$ cat config.mk
export PLATFORM = sky130hd
export DESIGN_NAME = fp_mul_arbiter
export DESIGN_NICKNAME = d
export VERILOG_FILES = /design/src/rtl/fp_mul_arbiter_pkg.sv /design/src/rtl/fp_mul_arbiter_rr_arbiter.sv /design/src/rtl/fp_mul_arbiter.sv
export SDC_FILE = /design/constraint.sdc
export NUM_CORES = 1
export LEC_CHECK = 0
export CORE_AREA = 2 2 154 156
export CTS_CLUSTER_DIAMETER = 100
export DETAILED_ROUTE_END_ITERATION = 8
export DIE_AREA = 0 0 156 158
export SLEW_MARGIN = 20
export SYNTH_ARGS = -nofsm -noshare
export SYNTH_HDL_FRONTEND = slang
export SYNTH_SLANG_ARGS = --single-unit
$ cat constraint.sdc
create_clock -name clk -period 2.35 [get_ports clk]
set_clock_uncertainty 0.05 [all_clocks]
set_input_delay 0.705 -clock clk [delete_from_list [all_inputs] [get_ports clk]]
set_output_delay 0.705 -clock clk [all_outputs]
set_load 0.05 [all_outputs]
$ cat src/rtl/fp_mul_arbiter_pkg.sv
// Shared definitions for the multiplier-sharing arbiter: FSM encoding,
// IEEE754 single-precision constants and a small sizing helper.
package fp_mul_arbiter_pkg;

  localparam int FP_WIDTH = 32;
  localparam logic [FP_WIDTH-1:0] FP_QNAN = 32'h7FC0_0000;
  localparam int CNT_W = 8;

  typedef enum logic [1:0] {
    ST_IDLE  = 2'd0,
    ST_ISSUE = 2'd1,
    ST_WAIT  = 2'd2,
    ST_RESP  = 2'd3
  } state_t;

  function automatic int id_width(input int n);
    return (n > 1) ? $clog2(n) : 1;
  endfunction

endpackage

$ cat src/rtl/fp_mul_arbiter_rr_arbiter.sv
// Combinational round-robin pick: first set request at or after ptr,
// wrapping from N-1 back to 0.
module rr_arbiter
  import fp_mul_arbiter_pkg::*;
#(
  parameter int N    = 4,
  parameter int ID_W = id_width(N)
) (
  input  logic [N-1:0]    req,
  input  logic [ID_W-1:0] ptr,
  output logic [N-1:0]    grant,
  output logic [ID_W-1:0] grant_id,
  output logic            any
);

  int idx;

  // NOTE: every output of a combinational block gets a default first, so no path leaves it unassigned and no latch is inferred.
  always_comb begin
    grant    = '0;
    grant_id = '0;
    idx      = 0;
    any      = |req;
    // Scan from the farthest slot back towards ptr so the nearest requester wins.
    for (int i = N - 1; i >= 0; i--) begin
      idx = (int'(ptr) + i) % N;
      if (req[idx[ID_W-1:0]]) grant_id = idx[ID_W-1:0];
    end
    if (any) grant[grant_id] = 1'b1;
  end

endmodule

$ cat src/rtl/fp_mul_arbiter.sv
// Shares one IEEE754 single-precision multiplier between N_REQ requesters,
// one operation in flight, round-robin, with a done timeout.
module fp_mul_arbiter
  import fp_mul_arbiter_pkg::*;
#(
  parameter int N_REQ   = 4,
  parameter int WIDTH   = FP_WIDTH,
  parameter int TIMEOUT = 255
) (
  input  logic                   clk,
  input  logic                   rst,
  input  logic [N_REQ-1:0]       req_valid,
  input  logic [N_REQ*WIDTH-1:0] req_op1,
  input  logic [N_REQ*WIDTH-1:0] req_op2,
  output logic [N_REQ-1:0]       req_ack,
  output logic [N_REQ-1:0]       rsp_valid,
  output logic [WIDTH-1:0]       rsp_res,
  output logic                   rsp_err,
  output logic                   mul_ready,
  output logic [WIDTH-1:0]       mul_op1,
  output logic [WIDTH-1:0]       mul_op2,
  input  logic [WIDTH-1:0]       mul_res,
  input  logic                   mul_done
);

  localparam int ID_W = id_width(N_REQ);
  localparam logic [CNT_W-1:0] CNT_LAST = CNT_W'(TIMEOUT - 1);
  localparam logic [ID_W-1:0]  ID_LAST  = ID_W'(N_REQ - 1);

  state_t            state, state_next;
  logic [ID_W-1:0]   ptr;
  logic [ID_W-1:0]   owner;
  logic [N_REQ-1:0]  owner_oh;
  logic [CNT_W-1:0]  cnt;

  logic [N_REQ-1:0]  grant;
  logic [ID_W-1:0]   grant_id;
  logic              grant_any;
  logic [WIDTH-1:0]  op1_arr [N_REQ];
  logic [WIDTH-1:0]  op2_arr [N_REQ];

  for (genvar k = 0; k < N_REQ; k++) begin : g_unpack
    assign op1_arr[k] = req_op1[k*WIDTH +: WIDTH];
    assign op2_arr[k] = req_op2[k*WIDTH +: WIDTH];
  end

  rr_arbiter #(.N(N_REQ), .ID_W(ID_W)) u_rr (
    .req      (req_valid),
    .ptr      (ptr),
    .grant    (grant),
    .grant_id (grant_id),
    .any      (grant_any)
  );

  // NOTE: sequential state uses non-blocking assignments so every register samples pre-edge values.
  always_ff @(posedge clk or negedge rst) begin
    if (!rst) state <= ST_IDLE;
    else      state <= state_next;
  end

  always_comb begin
    state_next = state;
    case (state)
      ST_IDLE:  if (grant_any) state_next = ST_ISSUE;
      ST_ISSUE: state_next = ST_WAIT;
      ST_WAIT:  if (mul_done || cnt == CNT_LAST) state_next = ST_RESP;
      ST_RESP:  state_next = ST_IDLE;
      default:  state_next = ST_IDLE;
    endcase
  end

  always_comb begin
    req_ack   = '0;
    rsp_valid = '0;
    mul_ready = 1'b0;
    if (state == ST_ISSUE) begin
      req_ack   = owner_oh;
      mul_ready = 1'b1;
    end
    if (state == ST_RESP) rsp_valid = owner_oh;
  end

  always_ff @(posedge clk or negedge rst) begin
    if (!rst) begin
      ptr      <= '0;
      owner    <= '0;
      owner_oh <= '0;
      cnt      <= '0;
      mul_op1  <= '0;
      mul_op2  <= '0;
      rsp_res  <= '0;
      rsp_err  <= 1'b0;
    end else begin
      case (state)
        ST_IDLE: begin
          if (grant_any) begin
            owner    <= grant_id;
            owner_oh <= grant;
            mul_op1  <= op1_arr[grant_id];
            mul_op2  <= op2_arr[grant_id];
          end
        end
        ST_ISSUE: begin
          ptr <= (owner == ID_LAST) ? '0 : owner + 1'b1;
          cnt <= '0;
        end
        ST_WAIT: begin
          // A completion in the final timeout cycle still counts as success.
          if (mul_done) begin
            rsp_res <= mul_res;
            rsp_err <= 1'b0;
          end else if (cnt == CNT_LAST) begin
            rsp_res <= WIDTH'(FP_QNAN);
            rsp_err <= 1'b1;
          end else begin
            cnt <= cnt + 1'b1;
          end
        end
        default: ;
      endcase
    end
  end

endmodule

==> metrics.md <==
| Metric | Value |
|---|---|
| Status | `completed` |
| Post-synth cell types | `37` |
| Hold Fails Final Rpt | `0` |
| Critical Path AT | `2.50 ns` |
| Number of cell rows | `56` |
| Setup-failing EPs final | `0` |
| Crit path to | `mul_op2[27]` |
| Avg WL per Cell | `20.03 um` |
| Layout area overhead | `84.25%` |
| ANT nets after route | `0` |
| Setup CP Type | `input port to register` |
| Synth Area per Inst | `9.665 sq um` |
| Total number of vias | `7,033` |
| Synth warn | `0` |
| Crit start category | `input port` |
| Syn nets | `967` |
| Tot Pwr | `15,940 uW` |
| Clk Latency, worst-skew pair | `0.41 ns` |
| First-pass GRT wire length | `40,420 um` |
| Worst r2r dst | `mul_op2[19]` |
| Setup slack, reg-to-reg | `0.30 ns` |
| Setup crit start | `req_valid[0]` |
| Placed Area | `0.01110 sq mm` |
| Die W | `156 um` |
| Final Max Tran Viols | `0` |
| Final HPWL DP | `20,960 um` |
| Register area share after synthesis | `44.84%` |
| # hold bufs at CTS | `0` |
| Initial antenna violation count | `2` |
| CTS HTree Levels | `4` |
| CORE AREA | `0.02305 sq mm` |
| Via density | `5.096` |
| Lkg Pwr | `0.005060 uW` |
| Grt ovf | `0` |
| GRT Overall Usage | `21.34%` |
| Synth area leader | `dfrtp_1` |
| Peak VDD IR | `0.5162 mV` |
| Largest net degree at the start of global routing | `59` |
| Post-Syn Instances | `664` |
| CTS Buf Count | `17` |
| Crit end category | `register` |
| Clk pin slew, worst setup/hold paths | `0.07 ns` |
| Hold Path Class | `input port to async pin` |
| Clock root cell | `clkbuf_16` |
| #FFs+latches synth | `115` |
| TritonCTS clock tree | `done` |
| Max_cap viols | `0` |
| Clock sink count | `115` |
| # IOs | `401` |
| Final instance area | `0.01182 sq mm` |
| Largest cells by area after synthesis | `dfrtp_1 (45%), a221oi_1 (8.6%), mux2i_1 (7.2%)` |
| Critical Path RT | `2.59 ns` |
| Final worst path period share | `96.09%` |
| Mapped cell area | `0.006417 sq mm` |
| Pwr dens | `1348 mW/mm^2` |
| Crit Reg-Reg Startpoint | `ptr[1]` |
| Top-area cell type share of the netlist area | `44.84%` |
| Routed WL | `27,650 um` |
| FF-to-FF path depth | `8` |
| Placed cells | `1,344` |
| DRC | `0` |
| Area of the die | `0.02465 sq mm` |
| Final GP Congestion | `0.8935` |
| Worst slew margin | `58.94%` |
| Layout cells sized above 1 | `15.24%` |
| Die Height | `158 um` |
| Tmin final | `2.258 ns` |
| Nets | `1,379` |
| Number of global-route vias before repair | `6,868` |
| Initial DRT Pass Iterations | `5` |
| Clock Path Buffers | `2` |
| Initial Util | `27.84%` |
| Layout Cells excl Fill | `1,380` |
| Fmax | `442.8 MHz` |
| Worst Tran Pin Value | `0.6132 ns` |
| Port buffer count | `400` |
| Worst Path Max Fanout | `20` |
| Post-layout util | `51.29%` |
| Drt first-iter violations | `313` |
-- flip-flops by register name, summed over array words and instances, names as in the netlist --
register  cells
mul_op1      32
mul_op2      32
rsp_res      32
cnt           8
owner_oh      4
owner         2
ptr           2
state         2
rsp_err       1
-- logic make-up after synthesis --
kind of cell | Yosys count | synth area share (%)
multiplexers | 67 | 10.86
AO/OA/AOI/OAI | 239 | 26.40
AND/OR/NAND/NOR | 164 | 10.72
buffers and inverters | 68 | 5.205
adder cells (fa/ha/maj) | 8 | 1.560
XOR/XNOR | 3 | 0.4095
flip-flops | 115 | 44.84
-- synth_stat cells --
cell type    n
a211oi_2     1
a21o_1       1
a21oi_1     10
a221o_1      1
a221oi_1    63
a22o_1      24
a31o_2       1
and2_1       9
and3_1       2
buf_1        1
buf_2       30
buf_4        9
buf_6        1
clkbuf_1    20
dfrtp_1    115
ha_1         8
inv_1        6
inv_2        1
mux2_2      21
mux2i_1     46
nand2_1     41
nand2b_1     4
nand3_1      5
nand4_1      4
nor2_1      94
nor2b_1      4
nor4_2       1
o211a_1      2
o211ai_1     2
o21a_1       1
o21ai_0     66
o21ai_1      2
o22a_1       1
o22ai_1     45
o2bb2ai_1   18
o31ai_2      1
xor2_1       3
-- per-stage QoR --
stage | hold WS (ns) | worst slack (ns) | TNS [ns]
3_3_place_gp | 0.3987 | -0.4174 | -19.35
4_1_cts | 0.1100 | 0.0002127 | 0
3_5_place_dp | 0.4082 | -0.4147 | -21.88
5_1_grt | 0.1181 | -0.001218 | -0.001218
2_1_floorplan | 0.3594 | 0.008647 | 0
6_report | 0.1198 | 0.09179 | 0
-- worst min-delay path by stage --
stage	to	slack (ns)
after floorplan	cnt[0]	0.36
after global placement	rsp_res[29]	0.40
after detailed placement	rsp_res[28]	0.41
after CTS	rsp_res[15]	0.11
after global routing	rsp_res[15]	0.12
final	rsp_res[15]	0.12
-- final cells by class --
cell class / instances / area (sq um)
sequential: 115 / 2878
antenna: 1 / 2.502
clock buffer: 19 / 452.9
timing repair buffer: 454 / 4637
tap: 290 / 362.8
multi-input combinational: 481 / 3316
fill: 2110 / 11230
inverter: 7 / 26.28
clock inverter: 13 / 148.9
-- power breakdown --
| part | internal (uW) | switching [uW] | leakage, uW | total [uW] |
|---|---|---|---|---|
| Sequential | 2890 | 612 | 0.00133 | 3500 |
| Clock | 1630 | 1040 | 0.000287 | 2670 |
| Combinational | 3720 | 6050 | 0.00344 | 9770 |
| Total | 8250 | 7700 | 0.00506 | 15900 |
-- critical path, stage by stage --
cell and delay (ns):
clkdlybuf4s50_1 0.57, buf_4 0.19, a21oi_1 0.05, o211a_2 0.32
buf_12 0.18, a221oi_1 0.35, o22ai_1 0.12
-- routing by layer --
layer | wire length, um | track usage [%] | up-vias
li1 | - | - | 3336
met1 | 11590 | 26.91 | 3395
met2 | 13630 | 36.56 | 263
met3 | 1821 | 4.626 | 37
met4 | 596 | 6.728 | 2
met5 | 13 | 0 | -
-- repair_timing --
| item | CTS | global route |
|---|---|---|
| cloned | 0 | 2 |
| setup endpoints to repair | 58 | 52 |
| pin swaps | 0 | 2 |
| resized for setup | 55 | 28 |
| setup buffers | 0 | 1 |
-- layout by cell type (no fill, tap or decap), drive strengths merged, types with 18 or more instances in the layout --
cell type,netlist,layout
mux2i,46,46
buf,41,90
mux2,21,21
dfrtp,115,115
o21ai,68,68
a221oi,63,63
dlygate4sd2,0,54
o2bb2ai,18,18
a22o,24,24
nand2,41,41
clkbuf,20,21
nor2,94,94
clkdlybuf4s50,0,291
o22ai,45,45
Power figures use the tool's default switching activity.
